File: src/rtl/ibex_ex_wb_pipe.sv
// EX->WB pipeline register: two-entry skid buffer with registered ready,
// register-file write port, ID-stage forwarding and a retired-result counter.
module ibex_ex_wb_pipe #(
    parameter bit          ForwardEn  = 1'b1,
    parameter int unsigned CountWidth = 32
) (
    input  logic                  clk_i,
    input  logic                  rst_i,
    input  logic                  ex_valid_i,
    input  logic [31:0]           ex_result_i,
    input  logic [4:0]            ex_waddr_i,
    input  logic                  ex_we_i,
    output logic                  ex_ready_o,
    input  logic                  flush_i,
    output logic                  wb_valid_o,
    input  logic                  wb_ready_i,
    output logic [31:0]           rf_wdata_o,
    output logic [4:0]            rf_waddr_o,
    output logic                  rf_we_o,
    input  logic [4:0]            rs1_addr_i,
    input  logic [4:0]            rs2_addr_i,
    output logic                  fwd_a_hit_o,
    output logic                  fwd_b_hit_o,
    output logic [31:0]           fwd_a_data_o,
    output logic [31:0]           fwd_b_data_o,
    output logic [CountWidth-1:0] retired_cnt_o
);

    typedef struct packed {
        logic        valid;
        logic [31:0] data;
        logic [4:0]  waddr;
        logic        we;
    } entry_t;

    entry_t                head;
    entry_t                skid;
    entry_t                incoming;
    entry_t                cand;
    logic                  accept;
    logic                  pop;
    logic                  hit_a;
    logic                  hit_b;
    logic [CountWidth-1:0] count;

    assign incoming = '{valid: 1'b1, data: ex_result_i,
                        waddr: ex_waddr_i, we: ex_we_i};

    // Ready is a pure function of registered state: no path from WB.
    assign ex_ready_o = ~skid.valid;
    assign accept     = ex_valid_i & ex_ready_o & ~flush_i;
    assign pop        = head.valid & wb_ready_i & ~flush_i;

    always_ff @(posedge clk_i or posedge rst_i) begin
        if (rst_i) begin
            head  <= '0;
            skid  <= '0;
            count <= '0;
        end else if (flush_i) begin
            head <= '0;
            skid <= '0;
        end else if (pop) begin
            count <= count + CountWidth'(1);
            if (skid.valid) begin
                head <= skid;
                skid <= '0;
            end else if (accept) begin
                head <= incoming;
            end else begin
                head <= '0;
            end
        end else if (accept) begin
            if (head.valid) begin
                skid <= incoming;
            end else begin
                head <= incoming;
            end
        end
    end

    assign wb_valid_o    = head.valid;
    assign rf_wdata_o    = head.data;
    assign rf_waddr_o    = head.waddr;
    assign rf_we_o       = head.valid & head.we & (head.waddr != 5'd0);
    assign retired_cnt_o = count;

    // The newest buffered entry shadows the older one, even when it does not write.
    always_comb begin
        cand  = skid.valid ? skid : head;
        hit_a = ForwardEn && cand.valid && cand.we &&
                (cand.waddr == rs1_addr_i) && (rs1_addr_i != 5'd0);
        hit_b = ForwardEn && cand.valid && cand.we &&
                (cand.waddr == rs2_addr_i) && (rs2_addr_i != 5'd0);
    end

    assign fwd_a_hit_o  = hit_a;
    assign fwd_b_hit_o  = hit_b;
    assign fwd_a_data_o = hit_a ? cand.data : 32'd0;
    assign fwd_b_data_o = hit_b ? cand.data : 32'd0;

endmodule

File: config.mk
export PLATFORM = sky130hd
export DESIGN_NAME = ibex_ex_wb_pipe
export DESIGN_NICKNAME = d
export VERILOG_FILES = /design/src/rtl/ibex_ex_wb_pipe.sv
export SDC_FILE = /design/constraint.sdc
export NUM_CORES = 1
export LEC_CHECK = 0
export ABC_AREA = 1
export CORE_MARGIN = 8
export CORE_UTILIZATION = 50
export CTS_BUF_LIST = sky130_fd_sc_hd__clkbuf_8
export CTS_CLUSTER_DIAMETER = 50
export CTS_CLUSTER_SIZE = 20
export DETAILED_ROUTE_END_ITERATION = 7
export GPL_ROUTABILITY_DRIVEN = 0
export GPL_TIMING_DRIVEN = 1
export PLACE_DENSITY_LB_ADDON = 0.12
export SLEW_MARGIN = 20
export SYNTH_ARGS = -nofsm -noshare
export SYNTH_HDL_FRONTEND = slang
export SYNTH_SLANG_ARGS = --single-unit
File: constraint.sdc
create_clock -name clk_i -period 5.75 [get_ports clk_i]
set_clock_uncertainty 0.2 [all_clocks]
set_input_delay 1.4375 -clock clk_i [delete_from_list [all_inputs] [get_ports clk_i]]
set_output_delay 1.4375 -clock clk_i [all_outputs]
set_load 0.01 [all_outputs]
==> flow_summary.json, run 1 <==
{
  "run_status": "finished, final reports clean",
  "route.detailed.drc": 0,
  "p_comb_share_pct": 34.6,
  "finalPower_mw": 2.21,
  "overflow": 0,
  "leakage_nw": 4.12,
  "peakVddDrop_uv": 208,
  "initial_core_util_pct": 51.0,
  "synth-adder-area-share_pct": 0.186,
  "cts_tree": "done",
  "clock.fmax_mhz": 192,
  "synth-compound-area-share_pct": 10.1,
  "synth_mux_area_share_pct": 0,
  "arrival_ns": 3.56,
  "synth_nets": 1001,
  "intPower_mw": 1.37,
  "p_sw_share_pct": 37.7,
  "path_class": "in -> out",
  "seq_power_share_pct": 46.2,
  "yosysSeqAreaShare_pct": 40.9,
  "synth_simple_gate_area_share_pct": 32.8,
  "dp.final_hpwl_mm": 13.5,
  "power.density_mw_per_mm2": 259,
  "vias_per_cell": 5.03,
  "setup_ws_ns": 0.551,
  "die_x_um": 132,
  "cts_made_buffers": 9,
  "synth_top_area_share_pct": 40.9,
  "core_area_mm2": 0.0132,
  "fin_crit_sh_pct": 90.4,
  "worstHoldPathType": "reg -> reg",
  "drv_cap": 0,
  "syn2layout_area_growth_pct": 26.8,
  "root_buffer": "clkbuf_8",
  "final_antenna_net_count": 0,
  "post-cts-setup-buffers": 0,
  "grt_usage_pct": 22.1,
  "num_antenna_cells": 0,
  "maxSlewHeadroom_pct": 28.5,
  "numPortBuffers": 190,
  "ctsResizeCount": 0,
  "drtIter0Drc": 375,
  "layout_min_cycle_time_ns": 5.20,
  "setup_viol": 0,
  "ys_warn_count": 0,
  "worst_pin_slew_ns": 1.07,
  "clkSinkCount": 110,
  "synth.cell_area_mm2": 0.00673,
  "netlist_top_cells_area": "dfrtp_1, nand2_1, nor2_1, inv_1, nand3_1",
  "ys_ff_latch": 110,
  "drt_first_pass_iters": 5,
  "crit_required_ns": 4.11,
  "yosysTopAreaCell": "dfrtp_1",
  "yosys.area_share.xor_xnor_pct": 1.95,
  "fin_tns_setup_ns": 0,
  "syn_avg_cell_area_um2": 7.10,
  "critPathLaunchType": "input pin",
  "postCtsHoldBufs": 0,
  "synth_top_family_by_area": "simple AND/OR/NAND/NOR gates",
  "final_layout_size_suffix_gt1_share_pct": 5.56,
  "crit_fanout": 33,
  "nets": 1129,
  "synthCells": 947,
  "dieArea_mm2": 0.0174,
  "synth_cell_type_count": 32,
  "core.rowCount": 42,
  "cts_buffer_depth": 2,
  "clk_latency_ns": 0.37,
  "place_ws_ns": 0.534,
  "htree_levels": 3,
  "rsz0062_at_grt": "false",
  "power_frac_clock_pct": 19.2,
  "fp.dieH_um": 132,
  "vias": 6312,
  "end_kind": "output pin",
  "antenna_found_initial": 0,
  "drv_slew": 0,
  "grt_pass1_wl_mm": 31.7,
  "io_pins": 191,
  "hold_viol": 0,
  "path_clk_slew_ns": 0.10,
  "grt_start_max_net_pins": 62,
  "switchingPower_mw": 0.832,
  "grt_pass1_vias": 6177,
  "post_drt_wl_per_cell_um": 15.2,
  "drt_wl_total_mm": 19.0
}
[layer usage]
| layer | wire length (um) | global-route usage [%] | share of wire [%] | vias up |
|---|---|---|---|---|
| met1 | 8880 | 28.5 | 47 | 2935 |
| li1 | - | - | - | 3172 |
| met2 | 8890 | 36.2 | 47 | 187 |
| met3 | 995 | 4.65 | 5.2 | 18 |
| met4 | 272 | 7.21 | 1.4 | 0 |
| met5 | 0 | 0 | 0 | - |
[registers in the layout, indices dropped and copies added, names as in the netlist]
name / flops
head: 1
retired_cnt_o: 32
rf_waddr_o: 5
rf_wdata_o: 32
skid: 39
wb_valid_o: 1
[cells in the final DEF, fill, tap and decap left out, types with 3 or more instances in the layout]
cell type / n
a21boi_0: 7
buf_4: 8
clkbuf_8: 10
clkdlybuf4s50_1: 190
clkinv_2: 3
dfrtp_1: 109
inv_1: 102
nand2_1: 297
nand2_2: 3
nand3_1: 67
nand3b_1: 7
nand4_1: 11
nor2_1: 107
nor2_2: 24
nor3_1: 3
o21ai_0: 51
o21ai_1: 20
o21bai_1: 25
o22ai_1: 7
xnor2_1: 7
xor2_1: 8
[final timing paths]
path                          startpoint                 to  slack (ns)  cells after the start
min                             skid[27]           skid[27]        0.29                      2
max                        rs2_addr_i[1]   fwd_b_data_o[22]        0.55                      8
max reg2reg                     skid[38]     rf_wdata_o[17]        2.33                      8
min in group asynchronous          rst_i  retired_cnt_o[28]        1.35                      2
min reg2reg                     skid[27]           skid[27]        0.29                      2
max in group asynchronous          rst_i     rf_wdata_o[19]        3.12                      3
[area by class of cell]
| cell class | instances | area [um2] |
|---|---|---|
| repair buffers | 198 | 1960 |
| multi-input cells | 653 | 3040 |
| fillers | 1206 | 4660 |
| clock buffers | 10 | 138 |
| well taps | 176 | 220 |
| inverters | 103 | 392 |
| clock inverters | 6 | 30.0 |
| flip-flops and latches | 110 | 2750 |
[critical path, cell delays in order]
cell and delay (ns):
clkdlybuf4s50_1 0.52, inv_1 0.05, nand3_1 0.07, nand2_1 0.05
nor2_1 0.19, nand3_4 0.44, nor2_1 0.23, clkdlybuf4s50_1 0.56
[cells in the mapped netlist, drive strengths merged]
library cell  number
a21boi             8
a21oi              1
a31o               1
buf               65
clkbuf            16
dfrtp            110
ha                 1
inv              103
nand2            300
nand3             69
nand3b             7
nand4             11
nor2             133
nor3               3
o21ai             71
o21bai            25
o221ai             1
o22ai              7
xnor2              7
xor2               8
[cell families after synthesis]
family	count (synthesis)
buffers and inverters	184
flip-flops	110
AO/OA/AOI/OAI	114
XOR/XNOR	15
AND/OR/NAND/NOR	523
adder cells (fa/ha/maj)	1
[stage by stage]
step	area [um2]	util, %	instances	hold slack [ns]
5_1_grt	8530	64.7	1256	0.322
3_3_place_gp	8360	63.4	1240	0.263
3_5_place_dp	8360	63.4	1240	0.265
2_1_floorplan	6730	-	947	0.249
4_1_cts	8530	64.7	1256	0.292
6_report	8530	64.7	1256	0.292
[power by group through the flow]
stage / registers, mW / clock network, mW / logic [mW]
floorplan: 0.984 / 0 / 0.568
global placement: 1.03 / 0 / 0.760
detailed placement: 1.03 / 0 / 0.766
CTS: 1.02 / 0.436 / 0.769
global route: 1.04 / 0.466 / 0.851
finish: 1.02 / 0.424 / 0.763
Power figures use the tool's default switching activity.
==> inputs of run 2 (changes only) <==
Settings changed: CORE_UTILIZATION 50 to 35, SKIP_LAST_GASP from default to 1.
==> flow_summary.json, run 2 (synthesis gave the netlist of run 1 again) <==
{
  "run_status": "finished, final reports clean",
  "switchingPower_mw": 0.850,
  "timing.hold.ws_ns": 0.293,
  "antenna_found_initial": 1,
  "final_layout_size_suffix_gt1_share_pct": 5.65,
  "final_area_mm2": 0.00872,
  "dieArea_mm2": 0.0239,
  "largest_reg_flops": 39,
  "initial_core_util_pct": 35.8,
  "setup_ws_ns": 0.562,
  "route.detailed.drc": 0,
  "vias": 6248,
  "arrival_ns": 3.55,
  "overflow": 0,
  "root_buffer": "clkbuf_8",
  "p_comb_share_pct": 32.3,
  "maxSlewHeadroom_pct": 25.9,
  "crit_slowest_cell": "clkdlybuf4s50_1",
  "clk_latency_ns": 0.38,
  "htree_levels": 3,
  "cts_buffer_depth": 2,
  "drv_slew": 0,
  "final_cell_mix": "nand2_1, clkdlybuf4s50_1, dfrtp_1, nor2_1, inv_1",
  "top_register": "skid",
  "dpl_cell_area_mm2": 0.00846,
  "peakVddDrop_uv": 249,
  "power_frac_clock_pct": 25.3,
  "finalPower_mw": 2.40,
  "postCtsHoldBufs": 0,
  "place_ws_ns": 0.546,
  "leakage_nw": 4.16,
  "ctsResizeCount": 0,
  "num_antenna_cells": 0,
  "numPortBuffers": 190,
  "io_pins": 191,
  "drtIter0Drc": 284,
  "fin_crit_sh_pct": 90.2,
  "path_class": "in -> out",
  "final_util_pct": 46.5,
  "critPathLaunchType": "input pin",
  "drt_first_pass_iters": 4,
  "min_from": "head[0]",
  "post_drt_wl_per_cell_um": 15.9,
  "path_clk_slew_ns": 0.10,
  "layout_min_cycle_time_ns": 5.19,
  "worstHoldPathType": "reg -> reg",
  "drv_cap": 0,
  "grt_pass1_vias": 6268,
  "post-cts-setup-buffers": 0,
  "grt_pass1_wl_mm": 33.8,
  "fp.dieH_um": 155,
  "clkSinkCount": 110,
  "placedCellCount": 1299,
  "startpoint": "rs1_addr_i[2]",
  "grt_start_max_net_pins": 66,
  "final_common_cell": "nand2_1",
  "worst_pin_slew_ns": 1.11,
  "nets": 1130,
  "crit_required_ns": 4.11,
  "setup_viol": 0,
  "rsz0062_at_grt": "false",
  "syn2layout_area_growth_pct": 29.6,
  "die_x_um": 155,
  "core_area_mm2": 0.0188,
  "final_antenna_net_count": 0,
  "fin_cells": 1313,
  "crit_fanout": 33,
  "dp.final_hpwl_mm": 14.5,
  "cts_tree": "done",
  "fin_tns_setup_ns": 0,
  "intPower_mw": 1.55,
  "seq_power_share_pct": 42.4,
  "power.density_mw_per_mm2": 276,
  "worstReg2RegStart": "skid[38]",
  "cts_made_buffers": 9,
  "drt_wl_total_mm": 20.9,
  "grt_usage_pct": 17.5,
  "p_sw_share_pct": 35.4,
  "cp_slowest_stage_delay_ns": 0.58,
  "core.rowCount": 50,
  "end_kind": "output pin",
  "clock.fmax_mhz": 193,
  "vias_per_cell": 4.76,
  "hold_viol": 0,
  "cp_cell_sequence": "clkdlybuf4s50_1 > inv_1 > nand3_1 > nand2_1 > nor2_1 > nand3_4 > nor2_1 > clkdlybuf4s50_1"
}
[run 2: cell count changes in the layout (fill, tap and decap cells not counted), sizes merged]
cell and delta:
clkinvlp -1, bufinv +4, inv -2, buf +1, clkinv -3
[run 2: area by class of cell]
| class | instances | area [um2] |
|---|---|---|
| clock buffers | 10 | 138 |
| clock inverters | 4 | 120 |
| fillers | 1954 | 10000 |
| inverters | 103 | 392 |
| multi-input cells | 653 | 3040 |
| flip-flops and latches | 110 | 2750 |
| well taps | 234 | 293 |
| repair buffers | 199 | 1980 |
[run 2: path summary, 6_finish.rpt]
kind                                          to  slack, ns  cells after the start
worst min register to register           head[0]       0.29                      2
worst max register to register    rf_wdata_o[31]       2.36                      8
worst max-delay path            fwd_a_data_o[20]       0.56                      8
min in group asynchronous         rf_wdata_o[12]       1.27                      2
max in group asynchronous         rf_wdata_o[22]       3.30                      3
worst min-delay path                     head[0]       0.29                      2
[run 2: power by group through the flow]
| stage | clock network, mW | registers [mW] | logic [mW] |
|---|---|---|---|
| finish | 0.608 | 1.02 | 0.775 |
| global placement | 0 | 1.03 | 0.784 |
| CTS | 0.631 | 1.02 | 0.789 |
| floorplan | 0 | 0.984 | 0.568 |
| global route | 0.656 | 1.04 | 0.868 |
| detailed placement | 0 | 1.03 | 0.786 |
[run 2: metal layers]
layer	global-route usage (%)	vias to the layer above	routed length (um)
li1	-	3170	-
met1	22.3	2918	9780
met2	29.4	145	9720
met3	3.96	13	1140
met4	4.62	2	212
met5	0	-	13
[run 2: worst max-delay path: cells and delay by family]
family                 cells  cell delay [ns]
buffers and inverters      3             1.14
AND/OR/NAND/NOR            5             0.96
==> inputs of run 3 (changes only) <==
Settings changed: ABC_CLOCK_PERIOD_IN_PS from default to 5300, MAX_ROUTING_LAYER from default to met4.
Clock period 5.75 ns to 5.3 ns, I/O delays scaled along.
==> flow_summary.json, run 3 (synthesis gave the netlist of run 1 again) <==
{
  "run_status": "finished, final reports clean",
  "fin_crit_sh_pct": 93.1,
  "worst_pin_slew_ns": 0.911,
  "top_register": "skid",
  "cts_tree": "done",
  "ctsResizeCount": 0,
  "fin_tns_setup_ns": 0,
  "drt_wl_total_mm": 21.0,
  "largest_reg_flops": 39,
  "clk_latency_ns": 0.38,
  "timing.hold.ws_ns": 0.294,
  "final_util_pct": 46.5,
  "rsz0062_at_grt": "false",
  "clock.fmax_mhz": 203,
  "route.detailed.drc": 0,
  "final_layout_size_suffix_gt1_share_pct": 6.09,
  "post-cts-setup-buffers": 0,
  "initial_core_util_pct": 35.8,
  "vias_per_cell": 4.70,
  "leakage_nw": 4.17,
  "hold_viol": 0,
  "postCtsHoldBufs": 0,
  "core.rowCount": 50,
  "peakVddDrop_uv": 178,
  "drtIter0Drc": 314,
  "grt_pass1_wl_mm": 33.9,
  "cp_cell_sequence": "clkdlybuf4s50_1 > inv_1 > nand3_1 > nand2_1 > nor2_1 > nand3_4 > buf_4 > nor2_1 > clkdlybuf4s50_1",
  "critPathLaunchType": "input pin",
  "crit_fanout": 21,
  "final_cell_mix": "nand2_1, clkdlybuf4s50_1, dfrtp_1, nor2_1, inv_1",
  "final_antenna_net_count": 0,
  "root_buffer": "clkbuf_8",
  "cp_slowest_stage_delay_ns": 0.54,
  "drv_cap": 0,
  "vias": 6207,
  "dp.final_hpwl_mm": 14.8,
  "overflow": 0,
  "post_drt_wl_per_cell_um": 15.9,
  "clkSinkCount": 110,
  "fp.dieH_um": 155,
  "die_x_um": 155,
  "path_clk_slew_ns": 0.10,
  "power.density_mw_per_mm2": 291,
  "core_area_mm2": 0.0188,
  "maxSlewHeadroom_pct": 39.1,
  "syn2layout_area_growth_pct": 29.7,
  "antenna_found_initial": 2,
  "worstHoldPathType": "reg -> reg",
  "dieArea_mm2": 0.0239,
  "numPortBuffers": 190,
  "arrival_ns": 3.41,
  "nets": 1133,
  "drv_slew": 0,
  "io_pins": 191,
  "drt_first_pass_iters": 6,
  "setup_viol": 0,
  "path_delay_family": "buffers and inverters",
  "end_kind": "output pin",
  "grt_start_max_net_pins": 65,
  "final_common_cell": "nand2_1",
  "grt_pass1_vias": 6202,
  "grt_usage_pct": 18.2,
  "path_class": "in -> out",
  "crit_required_ns": 3.77,
  "layout_min_cycle_time_ns": 4.93,
  "crit_slowest_cell": "clkdlybuf4s50_1",
  "htree_levels": 3,
  "crit_buf_inv": 4,
  "cts_buffer_depth": 2,
  "cts_made_buffers": 9
}
[run 3: where the power goes]
part	switching, mW	total (mW)	leakage, nW	internal, mW
logic	0.508	0.864	2.61	0.356
clock network	0.301	0.580	0.116	0.279
registers	0.127	1.09	1.45	0.968
[run 3: path summary, 6_finish.rpt]
check                      slack, ns  depth (start not counted)          start               to
setup / recovery                0.37                          9  rs2_addr_i[1]  fwd_b_data_o[0]
hold / removal                  0.29                          2       skid[23]         skid[23]
setup reg to reg                2.00                          7       skid[38]         skid[31]
hold reg to reg                 0.29                          2       skid[23]         skid[23]
max in group asynchronous       2.96                          3          rst_i   rf_wdata_o[23]
min in group asynchronous       1.16                          2          rst_i   rf_wdata_o[14]
[run 3: layer usage]
layer  up-vias  share of wire (%)  global-route usage (%)
met5         -                  0                       -
met4         0                1.4                    5.13
met3        19                5.4                    3.93
met2       141                 47                    30.0
met1      2869                 46                    22.3
li1       3178                  -                       -
[run 3: final cells by class]
| class | instances | area (um2) |
|---|---|---|
| Antenna cell | 2 | 5.00 |
| Clock buffer | 10 | 138 |
| Clock inverter | 6 | 83.8 |
| Fill cell | 1941 | 10000 |
| Inverter | 103 | 392 |
| Multi-Input combinational cell | 653 | 3040 |
| Sequential cell | 110 | 2750 |
| Tap cell | 234 | 293 |
| Timing Repair Buffer | 202 | 2020 |
[run 3: tightest hold or removal path, cell delays in order, from the launching register on]
cell	delay (ns)
dfrtp_1	0.36
nand2_1	0.05
o21ai_0	0.06
[run 3: per-stage QoR]
| stage | cells | total power [mW] | area (um2) | worst slack, ns |
|---|---|---|---|---|
| 2_1_floorplan | 947 | 1.68 | 6730 | 0.873 |
| 6_report | 1320 | 2.54 | 8720 | 0.365 |
| 3_3_place_gp | 1301 | 1.98 | 8470 | 0.371 |
| 4_1_cts | 1317 | 2.57 | 8690 | 0.330 |
| 3_5_place_dp | 1301 | 1.98 | 8470 | 0.338 |
| 5_1_grt | 1320 | 2.72 | 8720 | 0.106 |
==> variant 1: new RTL, config.mk and constraints of run 2 <==
`CountWidth`: 32 -> 48.
--- a/src/rtl/ibex_ex_wb_pipe.sv
+++ b/src/rtl/ibex_ex_wb_pipe.sv
@@ -3,5 +3,5 @@
 module ibex_ex_wb_pipe #(
     parameter bit          ForwardEn  = 1'b1,
-    parameter int unsigned CountWidth = 32
+    parameter int unsigned CountWidth = 48
 ) (
     input  logic                  clk_i,
Ports: changed (resized retired_cnt_o); port bits go from 191 to 207. No check against the original RTL was run, so the function may have changed too.
==> variant 1 against run 2 <==
- power shrank 4.3%
- worst setup slack improved by 23 ps
- largest cell class unchanged
- synthesized area increased by 14%
- die area increased by 12%
- design area rose by 15%
- register-to-register slack gained 490 ps
- utilization about the same
- clock power increased by 38%
- sequential share of layout area fell by 0.16 points
- routed wire length rose by 19%
- sequential cell count increased by 16
- largest power group unchanged
==> variant 1: results (changes against run 2) <==
- The run finished with clean final reports.
- The smallest setup slack after layout came to 584.8 ps (+22.57 ps).
- The maximum fanout count along the critical path is 23 (-30%).
- The met2 capacity usage during global routing is 30.67% (+1.2 points).
- The number of CTS-inserted buffers came to 17 (+8).
- The routed length on met2 was 11590 µm (+19%).
- The met3 usage is 4.461% (+0.50 points).
- The end of the worst hold path is rf_wdata_o[26]$_DFFE_PP0P_.
- The mean instance size in the synthesized netlist is 7.201 µm² (+1.4%).
- The commonest cells after synthesis are sky130_fd_sc_hd__nand2_1 (302), sky130_fd_sc_hd__nor2_1 (167), sky130_fd_sc_hd__dfrtp_1 (126), sky130_fd_sc_hd__o21ai_0 (93), sky130_fd_sc_hd__inv_1 (92).
- The final-layout worst hold slack is 301.8 ps (+9.087 ps).
- The worst stage delay on the critical path came to 560 ps (-20 ps).
- By area the synthesized netlist is led by sky130_fd_sc_hd__dfrtp_1 (41%), sky130_fd_sc_hd__nand2_1 (15%), sky130_fd_sc_hd__nor2_1 (8.2%), sky130_fd_sc_hd__o21ai_0 (6.1%), sky130_fd_sc_hd__inv_1 (4.5%).
- The routed length per placed instance is 16.45 µm (+3.5%).
- The overall global routing resource usage is 18.54% (+0.99 points).
- The global-route wire length before repair is 39210 µm (+16%).
- The most critical setup path has its startpoint at rs1_addr_i[0].
- The critical path arrival is 3530 ps (-20 ps).
- The number of cells traversed by the worst register-to-register path is 6 (-2).
- The worst register-to-register path ends at skid[5]$_DFFE_PP0P_.
- The post-CTS clock slew at the launch and capture registers of the worst setup and hold paths was 70 ps (-30 ps).
- The number of input and output port buffers inserted is 206 (+8.4%).
- The routed metal-1 wire length is 11080 µm (+13%).
- The cell leakage power is 4.529 nW (+8.8%).
- The total instance count after detailed placement came to 1475 (+14%).
- The global-route met1 utilization was 23.45% (+1.1 points).
## variant 1: cell types whose count changed after synthesis, sizes merged, moves of 2 or more
cell	run 2	this run
nor2	133	182
nand3	69	61
nand2	300	311
xnor2	7	18
nor3	3	1
o21ai	71	103
or2	0	2
dfrtp	110	126
o22ai	7	14
inv	103	96
xor2	8	10
## variant 1: logic make-up after synthesis
kind of cell / Yosys count / share of synthesized area, %
AOI/OAI and AO/OA: 152 / 11.33
xor gates and xnor gates: 28 / 3.210
adders and majority gates: 1 / 0.1637
buffers and inverters: 177 / 11.97
DFF: 126 / 41.27
and+or+nand+nor: 577 / 32.05
## variant 1: final cells by class
class,count,area share (%)
Clock buffer,21,2.880
Clock inverter,11,1.371
Inverter,96,3.640
Multi-Input combinational cell,758,35.85
Sequential cell,126,31.43
Tap cell,280,3.490
Timing Repair Buffer,215,21.34
## variant 1: report_power, final
group          internal (W)  switching, W
Combinational      0.000194      0.000268
Sequential         0.000946     0.0000580
Clock              0.000471      0.000365
Total               0.00161      0.000690
==> variant 2: new RTL, settings of run 2 <==
Made on the original files. Put one more register stage on the output `retired_cnt_o`. The value now appears one clock later. The other outputs are not delayed to match.
--- a/src/rtl/ibex_ex_wb_pipe.sv
+++ b/src/rtl/ibex_ex_wb_pipe.sv
@@ -83,5 +83,7 @@
     assign rf_waddr_o    = head.waddr;
     assign rf_we_o       = head.valid & head.we & (head.waddr != 5'd0);
-    assign retired_cnt_o = count;
+    always_ff @(posedge clk_i) begin
+        retired_cnt_o <= count;
+    end
 
     // The newest buffered entry shadows the older one, even when it does not write.
Formal check against the unedited RTL: not equivalent (a bounded check fails within 4 cycles, from zero or initial values and one cycle with rst_i high).
==> variant 2 against run 2 <==
- synthesized area increased by 8.0%
- combinational power decreased by 1%
- utilization increased by 0.27 points
- design area increased by 8.8%
- count of clock-buffer cells in the layout increased by 9
- sequential cell count increased by 32
- power increased by 17%
- worst setup slack got worse by 24 ps
- routed wire length increased by 5.5%
- critical path depth increased by 1
- first-iteration DRC count decreased by 0.35%
- synthesized cell count decreased by 2.1%
- critical path type unchanged
- critical endpoint is now fwd_b_data_o[12]
==> variant 2: results (changes against run 2) <==
- The proportion of synthesized flip-flops having asynchronous set or reset is 77.46% (-23 points).
- The critical path arrival was 3570 ps (+20 ps).
- The largest net degree at the start of global routing was 72 (+9.1%).
- The net count of the finished layout was 1117 (-1.2%).
- The number of CTS-inserted buffers is 17 (+8).
- The total instance count after detailed placement is 1314 (+1.2%).
- The worst ir drop on vdd is 0.1517 mV (-39%).
- The relative slew slack is 35.33% (+9.4 points).
- The worst setup slack before clock tree synthesis came to 547.4 ps (+1.630 ps).
- In this run the worst hold path is classified as register to register.
- The proportion of layout cells with a drive suffix above 1 is 7.528% (+1.9 points).
- The synthesized netlist net count is 981 (-2.0%).
- After synthesis, the cell types taking the most area are sky130_fd_sc_hd__dfrtp_1 (38%), sky130_fd_sc_hd__nand2_1 (13%), sky130_fd_sc_hd__dfxtp_1 (8.8%), sky130_fd_sc_hd__nor2_1 (6.5%), sky130_fd_sc_hd__o21ai_0 (5.1%).
- The final HPWL from detailed placement was 15170 µm (+4.4%).
- The most critical setup path has its startpoint at rs2_addr_i[4].
- The number of global-route vias before repair came to 6290 (+0.35%).
- The number of DRC markers after the initial detailed-route iteration is 283 (-0.35%).
- The total wirelength of the detailed-routed design is 22010 µm (+5.5%).
- The total cell area at the placement stage is 9085 µm² (+7.4%).
- The number of vias in the routed layout came to 6397 (+2.4%).
- The routed length per placed instance was 16.35 µm (+2.9%).
- The start point of the worst hold path is count[31]$_DFFE_PP0P_.
- The final-layout fill cell count is 2048 (+4.8%).
- The fraction of the yosys area taken by sequential cells is 46.69% (+5.8 points).
- By count the netlist is led by sky130_fd_sc_hd__nand2_1 (252), sky130_fd_sc_hd__nor2_1 (126), sky130_fd_sc_hd__dfrtp_1 (110), sky130_fd_sc_hd__o21ai_0 (74), sky130_fd_sc_hd__inv_1 (59).
- The run finished with clean final reports.
- The switching fraction of total power is 34.32% (-1.0 points).
- The overall global routing resource usage is 17.19% (-0.35 points).
- The number of different library cells in the post-synthesis netlist is 41 (+28%).
- The number of flip-flops in the largest register is 39 (unchanged).
- The worst register-to-register path begins at skid[38]$_DFFE_PP0P_.
- The register share of total power is 43.7% (+1.3 points).
- The count of mapped cells out of synthesis was 927 (-2.1%).
- The clock latency reported for the late side of the worst-skew pair was 440 ps (+60 ps).
- The part of the total power dissipated in combinational logic is 27.3% (-5.0 points).
- The maximum fanout count along the critical path is 21 (-36%).
- The worst stage delay on the critical path is 550 ps (-30 ps).
- The number of H-tree branching levels was 4 (+1).
- The cell leakage power was 4.285 nW (+2.9%).
- The global-route wire length before repair is 35470 µm (+4.9%).
-- variant 2: cell types whose count changed after synthesis, sizes merged, moves of 12 or more --
cell and delta:
nand2 -42, inv -40, dfxtp +32, nand3 -29, o211ai +25, o21ai +18
nor2 +12
-- variant 2: layer usage --
metal,global-route usage (%),vias to the layer above,part of all wire [%]
met1,23.08,3001,48
met4,3.993,2,0.67
li1,-,3194,-
met5,0,-,0.059
met3,5.167,11,6.3
met2,26.66,189,45
-- variant 2: area by class of cell --
class / instances / area (µm²) / area share, %
tap: 270 / 337.8 / 3.562
inverter: 63 / 241.5 / 2.546
sequential: 142 / 3395 / 35.79
multi-input combinational: 639 / 3109 / 32.78
clock buffer: 19 / 261.5 / 2.757
timing repair buffer: 200 / 2002 / 21.11
clock inverter: 13 / 138.9 / 1.464
-- variant 2: critical path: cells and delay by family --
kind / cells / cell delay (ps)
buffers and inverters: 4 / 1410
AND/OR/NAND/NOR: 4 / 580
AO/OA/AOI/OAI: 1 / 130
-- variant 2: kinds of logic after synthesis --
| kind of cell | Yosys count | synth area share (%) |
|---|---|---|
| buf+inv | 146 | 10.83 |
| compound gates | 158 | 13.31 |
| xor+xnor | 21 | 2.531 |
| simple gates | 459 | 26.46 |
| flops | 142 | 46.69 |
| fa+ha+maj | 1 | 0.1721 |
-- variant 2: worst paths after layout --
check                                            endpoint  slack (ps)  cells after the start
worst max-delay path                     fwd_b_data_o[12]         540                      9
worst min-delay path            retired_cnt_o[31]$_DFF_P_         210                      0
worst max register to register        skid[4]$_DFFE_PP0P_        2690                      8
worst min register to register  retired_cnt_o[31]$_DFF_P_         210                      0
max in group asynchronous            skid[19]$_DFFE_PP0P_        3210                      3
min in group asynchronous           count[30]$_DFFE_PP0P_        1330                      2
